`src/rtl/hazard_forward_unit.sv`:
```
// hazard_forward_unit: forwarding selects, load-use stall and taken-branch
// flush control for the 5-stage MIPS pipeline.
// Optional feature macro: HAZARD_PERF_CNT_EN adds saturating stall and flush
// counters. Without it, o_stall_cnt and o_flush_cnt are tied to zero.
// Handshake note: there is no valid/ready traffic here. o_pc_write and
// o_ifid_write are level enables, and the flush outputs are level zeroing
// requests. All of them apply to the same cycle in which they are driven.
module hazard_forward_unit #(
    parameter int LOAD_STALL_CYCLES = 1,   // legal range 1..7
    parameter int CNT_W             = 16
) (
    input  logic             i_clk,
    input  logic             i_rst,
    input  logic [4:0]       i_ifid_rs,
    input  logic [4:0]       i_ifid_rt,
    input  logic [4:0]       i_idex_rs,
    input  logic [4:0]       i_idex_rt,
    input  logic             i_idex_memread,
    input  logic [4:0]       i_exmem_rd,
    input  logic             i_exmem_regwrite,
    input  logic [4:0]       i_memwb_rd,
    input  logic             i_memwb_regwrite,
    input  logic             i_branch_taken,
    output logic [1:0]       FA,
    output logic [1:0]       FB,
    output logic             o_pc_write,
    output logic             o_ifid_write,
    output logic             o_if_flush,
    output logic             o_id_flush,
    output logic             ex_flush,
    output logic [CNT_W-1:0] o_stall_cnt,
    output logic [CNT_W-1:0] o_flush_cnt
);

    localparam logic [0:0] ST_RUN   = 1'b0;
    localparam logic [0:0] ST_STALL = 1'b1;

    // Stall length minus the detect cycle, which is spent in RUN.
    localparam logic [2:0] STALL_RELOAD = 3'(LOAD_STALL_CYCLES - 1);

    logic [0:0] state_q, state_d;
    logic [2:0] scnt_q, scnt_d;
    logic       ex_hit_a, ex_hit_b, wb_hit_a, wb_hit_b;
    logic       hz;

    // Match checks for each producer stage. $0 is never a forwarding source.
    assign ex_hit_a = i_exmem_regwrite && (i_exmem_rd != 5'd0) && (i_exmem_rd == i_idex_rs);
    assign ex_hit_b = i_exmem_regwrite && (i_exmem_rd != 5'd0) && (i_exmem_rd == i_idex_rt);
    assign wb_hit_a = i_memwb_regwrite && (i_memwb_rd != 5'd0) && (i_memwb_rd == i_idex_rs);
    assign wb_hit_b = i_memwb_regwrite && (i_memwb_rd != 5'd0) && (i_memwb_rd == i_idex_rt);

    // A load in ID/EX writes a register that the instruction in IF/ID reads.
    assign hz = i_idex_memread && (i_idex_rt != 5'd0) &&
                ((i_idex_rt == i_ifid_rs) || (i_idex_rt == i_ifid_rt));

    // Forwarding selects. EX/MEM holds the newer value, so it wins.
    // Code 11 is never produced.
    always_comb begin
        FA = 2'b00;
        FB = 2'b00;
        if (!i_rst) begin
            if (ex_hit_a)      FA = 2'b10;
            else if (wb_hit_a) FA = 2'b01;
            if (ex_hit_b)      FB = 2'b10;
            else if (wb_hit_b) FB = 2'b01;
        end
    end

    // Stall/flush arbitration. A taken branch outranks both a stall in
    // progress and a fresh hazard.
    always_comb begin
        state_d      = state_q;
        scnt_d       = scnt_q;
        o_pc_write   = 1'b1;
        o_ifid_write = 1'b1;
        o_if_flush   = 1'b0;
        o_id_flush   = 1'b0;
        ex_flush     = 1'b0;
        if (i_branch_taken) begin
            o_if_flush = 1'b1;
            o_id_flush = 1'b1;
            ex_flush   = 1'b1;
            state_d    = ST_RUN;
            scnt_d     = 3'd0;
        end else if (state_q == ST_STALL) begin
            o_pc_write   = 1'b0;
            o_ifid_write = 1'b0;
            o_id_flush   = 1'b1;
            if (scnt_q == 3'd1) begin
                state_d = ST_RUN;
                scnt_d  = 3'd0;
            end else begin
                scnt_d = scnt_q - 3'd1;
            end
        end else if (hz) begin
            o_pc_write   = 1'b0;
            o_ifid_write = 1'b0;
            o_id_flush   = 1'b1;
            if (LOAD_STALL_CYCLES > 1) begin
                state_d = ST_STALL;
                scnt_d  = STALL_RELOAD;
            end
        end
        // Reset holds the pipeline in the idle pattern.
        if (i_rst) begin
            o_pc_write   = 1'b1;
            o_ifid_write = 1'b1;
            o_if_flush   = 1'b0;
            o_id_flush   = 1'b0;
            ex_flush     = 1'b0;
        end
    end

    // State register and stall down-counter.
    always_ff @(posedge i_clk) begin
        if (i_rst) begin
            state_q <= ST_RUN;
            scnt_q  <= 3'd0;
        end else begin
            state_q <= state_d;
            scnt_q  <= scnt_d;
        end
    end

`ifdef HAZARD_PERF_CNT_EN
    logic [CNT_W-1:0] stall_cnt_q, flush_cnt_q;

    // Saturating performance counters.
    always_ff @(posedge i_clk) begin
        if (i_rst) begin
            stall_cnt_q <= '0;
            flush_cnt_q <= '0;
        end else begin
            if (!o_pc_write && !(&stall_cnt_q))
                stall_cnt_q <= stall_cnt_q + {{(CNT_W-1){1'b0}}, 1'b1};
            if (i_branch_taken && !(&flush_cnt_q))
                flush_cnt_q <= flush_cnt_q + {{(CNT_W-1){1'b0}}, 1'b1};
        end
    end

    assign o_stall_cnt = stall_cnt_q;
    assign o_flush_cnt = flush_cnt_q;
`else
    assign o_stall_cnt = '0;
    assign o_flush_cnt = '0;
`endif

endmodule

```
`config.mk`:
```
export PLATFORM = sky130hd
export DESIGN_NAME = hazard_forward_unit
export DESIGN_NICKNAME = d
export VERILOG_FILES = /design/src/rtl/hazard_forward_unit.sv
export SDC_FILE = /design/constraint.sdc
export NUM_CORES = 1
export LEC_CHECK = 0
export BUFFER_PORTS_ARGS = -buffer_cell sky130_fd_sc_hd__clkbuf_2
export CAP_MARGIN = 10
export CORE_MARGIN = 10
export CORE_UTILIZATION = 30
export CTS_CLUSTER_DIAMETER = 60
export DETAILED_ROUTE_END_ITERATION = 10
export HOLD_SLACK_MARGIN = 0.05
export PLACE_DENSITY = 0.72
export SETUP_SLACK_MARGIN = 0.2
export SYNTH_ARGS = -nofsm -noshare
export SYNTH_HDL_FRONTEND = slang
export SYNTH_SLANG_ARGS = --single-unit
```
`constraint.sdc`:
```
create_clock -name i_clk -period 4.78 [get_ports i_clk]
set_input_delay 0.956 -clock i_clk [delete_from_list [all_inputs] [get_ports i_clk]]
set_output_delay 0.956 -clock i_clk [all_outputs]
set_load 0.01 [all_outputs]
```
Yosys cells after proc, flatten, opt, wreduce, memory -nomap -nowiden
Cells that the tools add are included.
{ "totals": {"regBits": 4, "elab_cells": 43} }
{ "op_classes": {"eq_ne": 7, "reduce_logical": 14, "addsub": 1, "bitwise": 1, "muxes": 18} }
{ "ops": {"columns": ["operator", "count"], "rows": [
  ["equality test 5 bit", 6],
  ["nonzero test 5 bit", 3],
  ["2-to-1 mux 1 bit", 13],
  ["logical AND 1 bit", 8],
  ["2-to-1 mux 2 bit", 4],
  ["equality test 3 x 1 -> 1 bit (second input constant)", 1],
  ["2-to-1 mux 3 bit", 1],
  ["OR reduction 3 bit", 1],
  ["subtractor 3 x 1 -> 3 bit (second input constant)", 1],
  ["OR reduction 2 bit", 1],
  ["logical OR 1 bit", 1],
  ["NOT 1 bit", 1]
]} }

Longest topological paths before layout
Gate-level depths: netlist (run 1).
{ "logic_depth": {"ltp_word": 7, "depth_mapped": 6} }

Least setup slack after synthesis (run 1)
No wires, ideal clock.
{ "synth_timing": {"path_type": "input to output", "start": "input port i_idex_rt[1]", "end": "output port o_pc_write", "n_path_buf": 2, "slack_ns": 1.644, "cell_stages": 5, "required_time_ns": 3.824, "arrival_time_ns": 2.180, "path_cell_list": "clkbuf_1 > or4_1 > o21ai_0 > o31a_1 > buf_4"} }
{ "synth_between": {"elab_chain_cells": 7, "word_cells_on_any_way": 10, "cone_classes": "eq/ne (2); mux (4); reduce/logical (4)"} }
{ "synth_lines": {"columns": ["element", "line_no", "text"], "rows": [
  ["start: declaration", "17", "input logic [4:0] i_idex_rt,"],
  ["equality test 5 bit or nonzero test 5 bit (tied branches)", "54, 53", null],
  ["logical OR 1 bit or logical AND 1 bit (tied branches)", "54, 53", null],
  ["logical AND 1 bit *", "53", "assign hz = i_idex_memread && (i_idex_rt != 5'd0) &&"],
  ["2-to-1 mux 1 bit * (4 in series)", null, null],
  ["end: declaration", "26", "output logic o_pc_write,"]
]} }
Every way passes the cells marked *; elsewhere a longest branch is shown, timed or not.

Worst setup path in the final report (run 1)
{ "layout_timing": {"start": "input port i_exmem_rd[1]", "end": "output port FA[0]"} }
{ "layout_between": {"elab_chain_cells": 5, "word_cells_on_any_way": 6, "cone_classes": "eq/ne (1); mux (2); reduce/logical (3)"} }
{ "layout_lines": {"columns": ["element", "line_no", "text"], "rows": [
  ["start: declaration", "19", "input logic [4:0] i_exmem_rd,"],
  ["nonzero test 5 bit", "47", "assign ex_hit_a = i_exmem_regwrite && (i_exmem_rd != 5'd0) && (i_exmem_rd == i_idex_rs);"],
  ["logical AND 1 bit", "47", null],
  ["logical AND 1 bit *", "47", null],
  ["2-to-1 mux 2 bit *", "62", "if (ex_hit_a) FA = 2'b10;"],
  ["2-to-1 mux 2 bit *", "61", "if (!i_rst) begin"],
  ["end: declaration", "24", "output logic [1:0] FA,"]
]} }
Marks and branches as above.

==> results.tsv, run 1 <==
stage	metric	value	unit
status	status	finished clean	
run	Max-Cap Viols	0	
synthesis	post-synthesis sequential area ratio	8.731	%
pwr	sw frac	37.48	%
placed_design	Port Buf Inserts	44	
critical_path	slowest stage cell, crit path	or4_1	
die	die extent in y	75.29	um
clock_tree	cts bufs inserted	3	
sta	final hold violations	0	
clock_tree	H-tree depth	1	
placed_design	routability congestion estimate	0.7993	
die	die width	75.29	um
final_layout	fin util	35.04	%
grt	GR Util met3	4.036	%
drt	1st-iter DRT viols	6	
synthesis	Yosys top cell by area	buf_4	
final_layout	diode count	0	
critical_path	CP bufs+invs	2	
die	Core Box Area	0.002978	mm^2
drt	DRC viols	0	
grt	met1 Resource Use GR	8.463	%
clock_tree	setup bufs post-CTS	0	
synthesis	Mapped Avg Cell Area	7.517	um^2
pwr	sequential share of power	23.5	%
drt	vias	793	
sta	Peak Freq	302.4	MHz
sta	# setup viols final	0	
placed_design	DPL Wire Length	2290	um
drt	post-DR vias/cell	4.088	
final_layout	Nets	201	
pwr	Power Density	137.2	mW/mm^2
clock_tree	TritonCTS Sinks	4	
pwr	total power	143.1	uW
synthesis	area fraction of the dominant cell type after synthesis	27.83	%
synthesis	Yosys Warn Count	0	
final_layout	multi-input logic area	664.4	um^2
drt	ANT nets after route	0	
grt	vias in the first global route	902	
pwr	Int Pwr	89.50	uW
clock_tree	post-cts sizing count	0	
pwr	Gate power share	48.4	%
sta	final setup TNS	0	ps
critical_path	Req. time, crit path	3820	ps
critical_path	Critical Path End Type	output port	
grt	grt peak-use layer	met2	
grt	grt total ovfl	0	
critical_path	CP Launch Type	input port	
final_layout	layout overhead on the synthesized area	13.78	%
grt	first-pass GRT wire length	3774	um
die	Core Rows	20	
critical_path	CP arrival	2350	ps
clock_tree	clk_lat worst skew	230	ps
sta	fin crit share	69.18	%
drt	DR pass1 iterations	2	
critical_path	CP most frequent cell	clkbuf_2	
synthesis	synthesis-stage register bit count	4	
critical_path	critical path's top delay family	simple AND/OR/NAND/NOR gates	
critical_path	CP cell instances	clkbuf_2 -> or4_1 -> o21ai_2 -> nor3_1 -> nor4_2 -> clkbuf_2	
sta	RSZ-0062 raised after global routing	false	
final_layout	FILL cells	336	
sta	Clock Skews	1.184	ps
critical_path	critical path class	in -> out	
pwr	clock network fraction of design power	28.2	%
pwr	switching power	53.65	uW
final_layout	Final Cell Area	0.001044	mm^2
grt	GRT Util Overall	8.353	%
pwr	Peak VDD IR	0.00004006	V
sta	Slew Viols, Final	0	
hold_path	type of the most critical hold path	reg -> reg	
die	Starting Density	30.80	%
synthesis	Synth Cell Area	917.1	um^2
synthesis	Cell variety after synth	27	
clock_tree	root buffer cell	clkbuf_4	
grt	largest net degree at the start of global routing	9	
pwr	Leak	0.5085	nW
drt	drt total wl	2441	um
clock_tree	CTS Buffer Depth	2	
clock_tree	CTS tree	done	
placed_design	placed cell count	191	
clock_tree	hold_buf cts	0	
final_layout	FF+latch area	80.08	um^2
die	Die ar.	0.005669	mm^2
placed_design	placed cell area	0.001021	mm^2
sta	Final min period	3307	ps
critical_path	critical path's largest stage delay	550	ps
clock_tree	Clk pin slew, worst setup/hold paths	40	ps
final_layout	layout cells sized above 1	32.30	%
synthesis	Mapped Cells	122	
die	I/O pin count	77	
critical_path	CP max FO	4	
grt	initial antenna violation count	0	
final_layout	Finished Layout Cells	194	
drt	DR WL/cell	12.58	um
grt	global-route track usage on met2	14.54	%
synthesis	main area contributors after synthesis	buf_4, xor2_1, xnor2_1	
## registers in the layout (all words and copies together), names as in the netlist
| register | cells |
|---|---|
| state_q | 1 |
| scnt_q | 3 |
## Yosys cell counts
master,number
a21oi_1,2
a22oi_1,1
buf_4,34
clkbuf_1,5
conb_1,1
dfxtp_1,4
ha_1,2
inv_1,4
mux2_2,1
mux2i_1,1
nand2_1,4
nand3_1,2
nor2_1,7
nor2b_1,2
nor3_1,5
nor4_1,2
nor4_2,2
o21ai_0,2
o21ai_1,1
o21ai_2,1
o21bai_1,1
o31a_1,1
o31ai_1,1
or2_2,1
or4_1,5
xnor2_1,10
xor2_1,20
## final cells by class
class / count / area share, %
clock buffer: 3 / 2.158
timing repair buffer: 44 / 21.10
multi-input combinational: 106 / 63.67
tap: 33 / 3.957
inverter: 4 / 1.439
sequential: 4 / 7.674
## through the flow
step	worst slack (ps)	hold WS [ps]
2_1_floorplan	1644	460.4
3_3_place_gp	1496	475.7
3_5_place_dp	1449	489.8
4_1_cts	1449	498.7
5_1_grt	1302	508.7
6_report	1473	493.4
## metal layers
metal,vias up,wire length (um)
li1,412,-
met2,41,1241
met1,340,909
met4,0,0
met3,0,290
met5,-,0
## layout by cell type, fill, tap and decap left out, drive strengths merged, types with 4 or more instances in the layout
master | synthesis | layout
inv | 4 | 4
xnor2 | 10 | 10
dfxtp | 4 | 4
xor2 | 20 | 20
nand2 | 4 | 4
or4 | 5 | 5
nor4 | 4 | 4
conb | 1 | 32
o21ai | 4 | 4
nor3 | 5 | 5
clkbuf | 5 | 47
nor2 | 7 | 7
## tightest hold or removal path, stage by stage (launching register included)
cell and delay (ps):
dfxtp_1 310, mux2i_1 70, nor2_1 70
## power by group through the flow
stage / Clock (mW) / Combinational, mW / Sequential, mW
after global placement: 0 / 0.0677 / 0.0341
after floorplan: 0 / 0.0629 / 0.0341
final: 0.0403 / 0.0692 / 0.0336
after global routing: 0.0468 / 0.0780 / 0.0335
after CTS: 0.0435 / 0.0685 / 0.0336
after detailed placement: 0 / 0.0682 / 0.0341
## cell families (layout without fill, tap and decap cells)
logic type / Yosys count / in the layout / share of synthesized area, %
AOI/OAI and AO/OA: 10 / 10 / 7.095
xor gates and xnor gates: 30 / 30 / 28.65
adders and majority gates: 2 / 2 / 2.728
buffers and inverters: 43 / 51 / 31.51
DFF: 4 / 4 / 8.732
muxes: 2 / 2 / 2.319
other: 1 / 32 / 0.4089
and+or+nand+nor: 30 / 30 / 18.55
## path summary, 6_finish.rpt
check	slack (ps)	startpoint	endpoint	depth (start not counted)
worst min-delay path	490	scnt_q[1]	scnt_q[1]	2
worst max register to register	3600	scnt_q[1]	scnt_q[0]	6
worst max-delay path	1470	i_exmem_rd[1]	FA[0]	6
worst min register to register	490	scnt_q[1]	scnt_q[1]	2
Power figures use the tool's default switching activity.
==> inputs of run 2 (changes only) <==
==> constraint.sdc (replaced) <==
create_clock -name i_clk -period 3.3 [get_ports i_clk]
set_input_delay 0.66 -clock i_clk [delete_from_list [all_inputs] [get_ports i_clk]]
set_output_delay 0.66 -clock i_clk [all_outputs]
set_load 0.01 [all_outputs]
==> run 2 against run 1 <==
Against the previous run: final cell count unchanged; combinational power up 46%; first-iteration DRC count down 33%; worst setup slack worse by 910 ps; design area unchanged; die area unchanged; total power up 45%; clock skew up 0.66 ps; non-clock buffer count unchanged; utilization unchanged; highest routed layer unchanged.
==> results.tsv, run 2 (synthesis results as in run 1) <==
stage	metric	value	unit
final_layout	max reg flops	3	
sta	final hold violations	0	
critical_path	worst r2r path cells	6	
final_layout	Final Cell Area	0.001044	mm^2
final_layout	Biggest register	scnt_q	
pwr	Peak VDD IR	0.00005676	V
clock_tree	clk_lat worst skew	230	ps
sta	Slew Viols, Final	0	
die	Starting Density	30.80	%
final_layout	layout cells sized above 1	32.30	%
pwr	total power	208.0	uW
clock_tree	hold_buf cts	0	
clock_tree	Clk pin slew, worst setup/hold paths	40	ps
critical_path	Critical Path End Type	output port	
status	status	finished clean	
sta	Hold WS	493.2	ps
placed_design	Port Buf Inserts	44	
final_layout	fin util	35.04	%
critical_path	CP arrival	2080	ps
die	die width	75.29	um
critical_path	CP bufs+invs	2	
sta	fin crit share	82.91	%
sta	# setup viols final	0	
critical_path	critical path class	in -> out	
pwr	sw frac	37.66	%
grt	largest net degree at the start of global routing	9	
critical_path	R2R setup slack	2120	ps
hold_path	critical hold path startpoint	scnt_q[1]	
final_layout	Nets	201	
placed_design	DPL Wire Length	2350	um
final_layout	most common cell after layout, fill and taps aside	clkbuf_2	
drt	vias	806	
clock_tree	CTS tree	done	
critical_path	CP Launch Type	input port	
hold_path	hold depth	2	
drt	post-DR vias/cell	4.155	
critical_path	r2r endpoint	scnt_q[0]	
sta	final setup TNS	0	ps
clock_tree	post-cts sizing count	0	
critical_path	RR Startpoint	scnt_q[1]	
critical_path	slowest stage cell, crit path	or4_1	
die	die extent in y	75.29	um
die	Core Box Area	0.002978	mm^2
placed_design	placed cell count	191	
critical_path	CP most frequent cell	clkbuf_2	
final_layout	diode count	0	
drt	drt total wl	2474	um
clock_tree	root buffer cell	clkbuf_4	
clock_tree	CTS Buffer Depth	2	
sta	Clock Skews	1.844	ps
pwr	Power Density	199.3	mW/mm^2
final_layout	most frequent cells in the layout	clkbuf_2, conb_1, xor2_1	
critical_path	CP cell instances	clkbuf_2 -> or4_1 -> o21ai_2 -> nor3_1 -> nor4_2 -> clkbuf_2	
die	Core Rows	20	
placed_design	post-place setup slack	540.5	ps
clock_tree	setup bufs post-CTS	0	
critical_path	critical path's largest stage delay	550	ps
die	I/O pin count	77	
pwr	sequential share of power	23.4	%
grt	initial antenna violation count	0	
die	Die ar.	0.005669	mm^2
sta	Final min period	2736	ps
critical_path	critical path's top delay family	simple AND/OR/NAND/NOR gates	
placed_design	placed cell area	0.001021	mm^2
sta	Peak Freq	365.5	MHz
critical_path	Req. time, crit path	2640	ps
clock_tree	H-tree depth	1	
pwr	clock network fraction of design power	28.3	%
clock_tree	TritonCTS Sinks	4	
final_layout	Finished Layout Cells	194	
pwr	Gate power share	48.4	%
hold_path	Hold Crit Endpoint	scnt_q[1]	
sta	Final WS setup	563.9	ps
drt	DR pass1 iterations	4	
grt	first-pass GRT wire length	3822	um
run	Max-Cap Viols	0	
drt	DRC viols	0	
sta	RSZ-0062 raised after global routing	false	
drt	1st-iter DRT viols	4	
critical_path	CP max FO	4	
grt	vias in the first global route	907	
grt	GRT Util Overall	8.540	%
final_layout	biggest regs	scnt_q x3, state_q x1	
hold_path	type of the most critical hold path	reg -> reg	
final_layout	layout overhead on the synthesized area	13.78	%
pwr	switching power	78.34	uW
pwr	Leak	0.5085	nW
pwr	Int Pwr	129.7	uW
clock_tree	cts bufs inserted	3	
drt	DR WL/cell	12.75	um
grt	grt total ovfl	0	
drt	ANT nets after route	0	
placed_design	routability congestion estimate	0.7993	
run 2: cell counts in the layout (fill, tap and decap cells not counted):
Identical to the previous run, type by type.
run 2: layer usage:
metal  track usage [%]  part of all wire, %  vias to the layer above
li1                  -                    -                      411
met1             8.612                   37                      352
met2             15.30                   52                       43
met3             3.646                   11                        0
met4             3.093                    0                        0
met5                 0                    0                        -
run 2: worst max path at each step:
stage                     slack [ps]  cells past startpoint         end     startpoint
after CTS                        540                      6       FA[0]  i_exmem_rd[1]
after global routing             450                      6       FB[0]  i_exmem_rd[1]
final                            560                      6       FA[0]  i_exmem_rd[1]
after global placement           610                      6       FB[0]  i_exmem_rd[1]
after detailed placement         540                      6       FA[0]  i_exmem_rd[1]
after floorplan                  760                      5  o_pc_write   i_idex_rt[1]
run 2: worst register-to-register path, delay by kind of cell (launching register included):
family	cells	cell delay (ps)
buffers and inverters	2	110
muxes	1	200
and+or+nand+nor	1	30
adders and majority gates	1	190
DFF	1	300
AOI/OAI and AO/OA	1	240
run 2: cell type report:
class | instances | area [um^2]
Sequential cell | 4 | 80.08
Timing Repair Buffer | 44 | 220.2
Clock buffer | 3 | 22.52
Multi-Input combinational cell | 106 | 664.4
Tap cell | 33 | 41.29
Fill cell | 344 | 1934
Inverter | 4 | 15.01
run 2: power by group through the flow:
stage / clock network (mW) / registers (mW) / logic, mW
after detailed placement: 0 / 0.0494 / 0.0995
after global placement: 0 / 0.0494 / 0.0981
after CTS: 0.0630 / 0.0486 / 0.0998
final: 0.0588 / 0.0486 / 0.101
after global routing: 0.0678 / 0.0485 / 0.114
after floorplan: 0 / 0.0494 / 0.0911
==> inputs of run 3 (changes only) <==
--- a/config.mk
+++ b/config.mk
@@ -12,7 +12,7 @@
 export CTS_CLUSTER_DIAMETER = 60
 export DETAILED_ROUTE_END_ITERATION = 10
 export HOLD_SLACK_MARGIN = 0.05
-export PLACE_DENSITY = 0.72
+export PLACE_DENSITY = 0.75
 export SETUP_SLACK_MARGIN = 0.2
 export SYNTH_ARGS = -nofsm -noshare
 export SYNTH_HDL_FRONTEND = slang
==> constraint.sdc (replaced) <==
create_clock -name i_clk -period 2.3 [get_ports i_clk]
set_input_delay 0.46 -clock i_clk [delete_from_list [all_inputs] [get_ports i_clk]]
set_output_delay 0.46 -clock i_clk [all_outputs]
set_load 0.01 [all_outputs]
==> run 3 against run 2 <==
Against the previous run: register-to-register slack got worse by 1000 ps; critical path depth rose by 1; non-clock buffer count rose by 7; sequential power rose by 44%; clock-buffer cell count did not move; largest power group unchanged; die area did not move; routed wire length rose by 3.9%; clock power rose by 46%; worst hold slack got worse by 0.69 ps; global-route usage rose by 0.21 points.
==> results.tsv, run 3 (synthesis results as in run 1) <==
stage	metric	value	unit
die	die width	75.29	um
clock_tree	H-tree depth	1	
clock_tree	root buffer cell	clkbuf_4	
placed_design	placed cell area	0.001059	mm^2
run	Max-Cap Viols	0	
final_layout	FILL cells	330	
placed_design	placed cell count	196	
placed_design	DPL Wire Length	2307	um
grt	GRT Util Overall	8.752	%
placed_design	Port Buf Inserts	44	
die	Starting Density	30.80	%
critical_path	CP cell instances	clkbuf_2 -> or4_4 -> o21ai_4 -> buf_6 -> nor3_2 -> nor4_4 -> buf_2	
drt	post-DR vias/cell	4.234	
critical_path	critical path's largest stage delay	550	ps
grt	first-pass GRT wire length	3960	um
final_layout	multi-input logic area	711.9	um^2
drt	DRC viols	0	
final_layout	diode count	0	
clock_tree	cts bufs inserted	3	
drt	vias	851	
pwr	Int Pwr	200.8	uW
critical_path	Critical Path End Type	output port	
critical_path	critical path's top delay family	simple AND/OR/NAND/NOR gates	
grt	initial antenna violation count	0	
sta	Peak Freq	456.0	MHz
pwr	Power Density	276.3	mW/mm^2
final_layout	layout overhead on the synthesized area	27.01	%
die	Core Rows	20	
sta	Clock Skews	0.3409	ps
grt	grt total ovfl	0	
clock_tree	clk_lat worst skew	230	ps
final_layout	Biggest register	scnt_q	
pwr	switching power	121.0	uW
critical_path	CP arrival	1730	ps
final_layout	Final Cell Area	0.001165	mm^2
hold_path	type of the most critical hold path	reg -> reg	
critical_path	CP bufs+invs	3	
final_layout	FF+latch area	80.08	um^2
pwr	clock network fraction of design power	26.6	%
final_layout	layout cells sized above 1	39.29	%
clock_tree	TritonCTS Sinks	4	
status	status	finished clean	
sta	Hold WS	492.5	ps
final_layout	biggest regs	scnt_q x3, state_q x1	
sta	# setup viols final	0	
final_layout	most common cell after layout, fill and taps aside	clkbuf_2	
clock_tree	CTS Buffer Depth	2	
critical_path	Req. time, crit path	1840	ps
placed_design	routability congestion estimate	0.7540	
final_layout	most frequent cells in the layout	clkbuf_2, conb_1, xor2_1	
grt	largest net degree at the start of global routing	8	
sta	final setup TNS	0	ps
pwr	Leak	0.5606	nW
sta	Slew Viols, Final	0	
drt	DR WL/cell	12.79	um
sta	Final min period	2193	ps
pwr	sw frac	37.61	%
critical_path	CP max FO	3	
clock_tree	Clk pin slew, worst setup/hold paths	40	ps
final_layout	Finished Layout Cells	201	
sta	final hold violations	0	
critical_path	CP Launch Type	input port	
die	Core Box Area	0.002978	mm^2
sta	fin crit share	95.35	%
die	die extent in y	75.29	um
grt	vias in the first global route	917	
pwr	sequential share of power	21.7	%
die	I/O pin count	77	
sta	RSZ-0062 raised after global routing	true	
pwr	total power	321.8	uW
final_layout	Nets	208	
critical_path	slowest stage cell, crit path	or4_4	
drt	1st-iter DRT viols	9	
pwr	Peak VDD IR	0.00008548	V
final_layout	max reg flops	3	
drt	drt total wl	2570	um
drt	ANT nets after route	0	
critical_path	critical path class	in -> out	
pwr	Gate power share	51.7	%
drt	DR pass1 iterations	2	
die	Die ar.	0.005669	mm^2
clock_tree	CTS tree	done	
-- run 3: cell types whose count changed in the layout (fill, tap and decap cells not counted), moves of 2 or more --
cell | previous run | this run
buf_2 | 0 | 5
or4_1 | 5 | 3
buf_4 | 0 | 6
clkbuf_8 | 0 | 2
clkbuf_2 | 44 | 37
nor3_1 | 5 | 2
or4_4 | 0 | 2
nor3_2 | 0 | 3
-- run 3: worst paths after layout --
check	startpoint	endpoint	slack, ps	cells after the start
max reg2reg	scnt_q[1]	scnt_q[0]	1110	6
min reg2reg	scnt_q[1]	scnt_q[1]	490	2
max	i_exmem_rd[3]	FB[0]	110	7
min	scnt_q[1]	scnt_q[1]	490	2
-- run 3: cell type report --
| type | instances | area share (%) |
|---|---|---|
| Multi-Input combinational cell | 106 | 61.12 |
| Timing Repair Buffer | 51 | 25.24 |
| Sequential cell | 4 | 6.874 |
| Tap cell | 33 | 3.545 |
| Clock buffer | 3 | 1.933 |
| Inverter | 4 | 1.289 |
-- run 3: metrics by stage --
stage,utilization [%],worst slack (ps)
after floorplan,-,217.7
after global placement,35.55,56.42
after detailed placement,35.55,35.78
after CTS,38.36,95.21
after global routing,39.12,54.54
final,39.12,107.0
-- run 3: worst min-delay path, delay by kind of cell (launching register included) --
| kind | cells | cell delay [ps] |
|---|---|---|
| flops | 1 | 320 |
| simple gates | 1 | 70 |
| mux | 1 | 70 |
-- run 3: layer usage --
| metal | up-vias | global-route usage [%] | part of all wire [%] |
|---|---|---|---|
| met1 | 371 | 9.131 | 36 |
| met5 | - | 0 | 0 |
| met4 | 0 | 3.711 | 1.2 |
| met2 | 46 | 15.30 | 52 |
| li1 | 429 | - | - |
| met3 | 5 | 3.385 | 11 |
-- run 3: repair_timing --
item / 4_1_cts / 5_1_grt
pin swaps: 6 / 5
hold endpoints to repair: 0 / 0
setup buffers: 2 / 0
endpoints found under the setup margin: 2 / 7
resized for setup: 9 / 10
hold buffers: 0 / 0
-- run 3: power groups by stage --
stage          sequential [mW]  combinational, mW  clock, mW
2_1_floorplan           0.0708              0.131          0
3_3_place_gp            0.0708              0.147          0
3_5_place_dp            0.0708              0.149          0
4_1_cts                 0.0697              0.160     0.0891
5_1_grt                 0.0697              0.186     0.0940
6_report                0.0698              0.166     0.0856
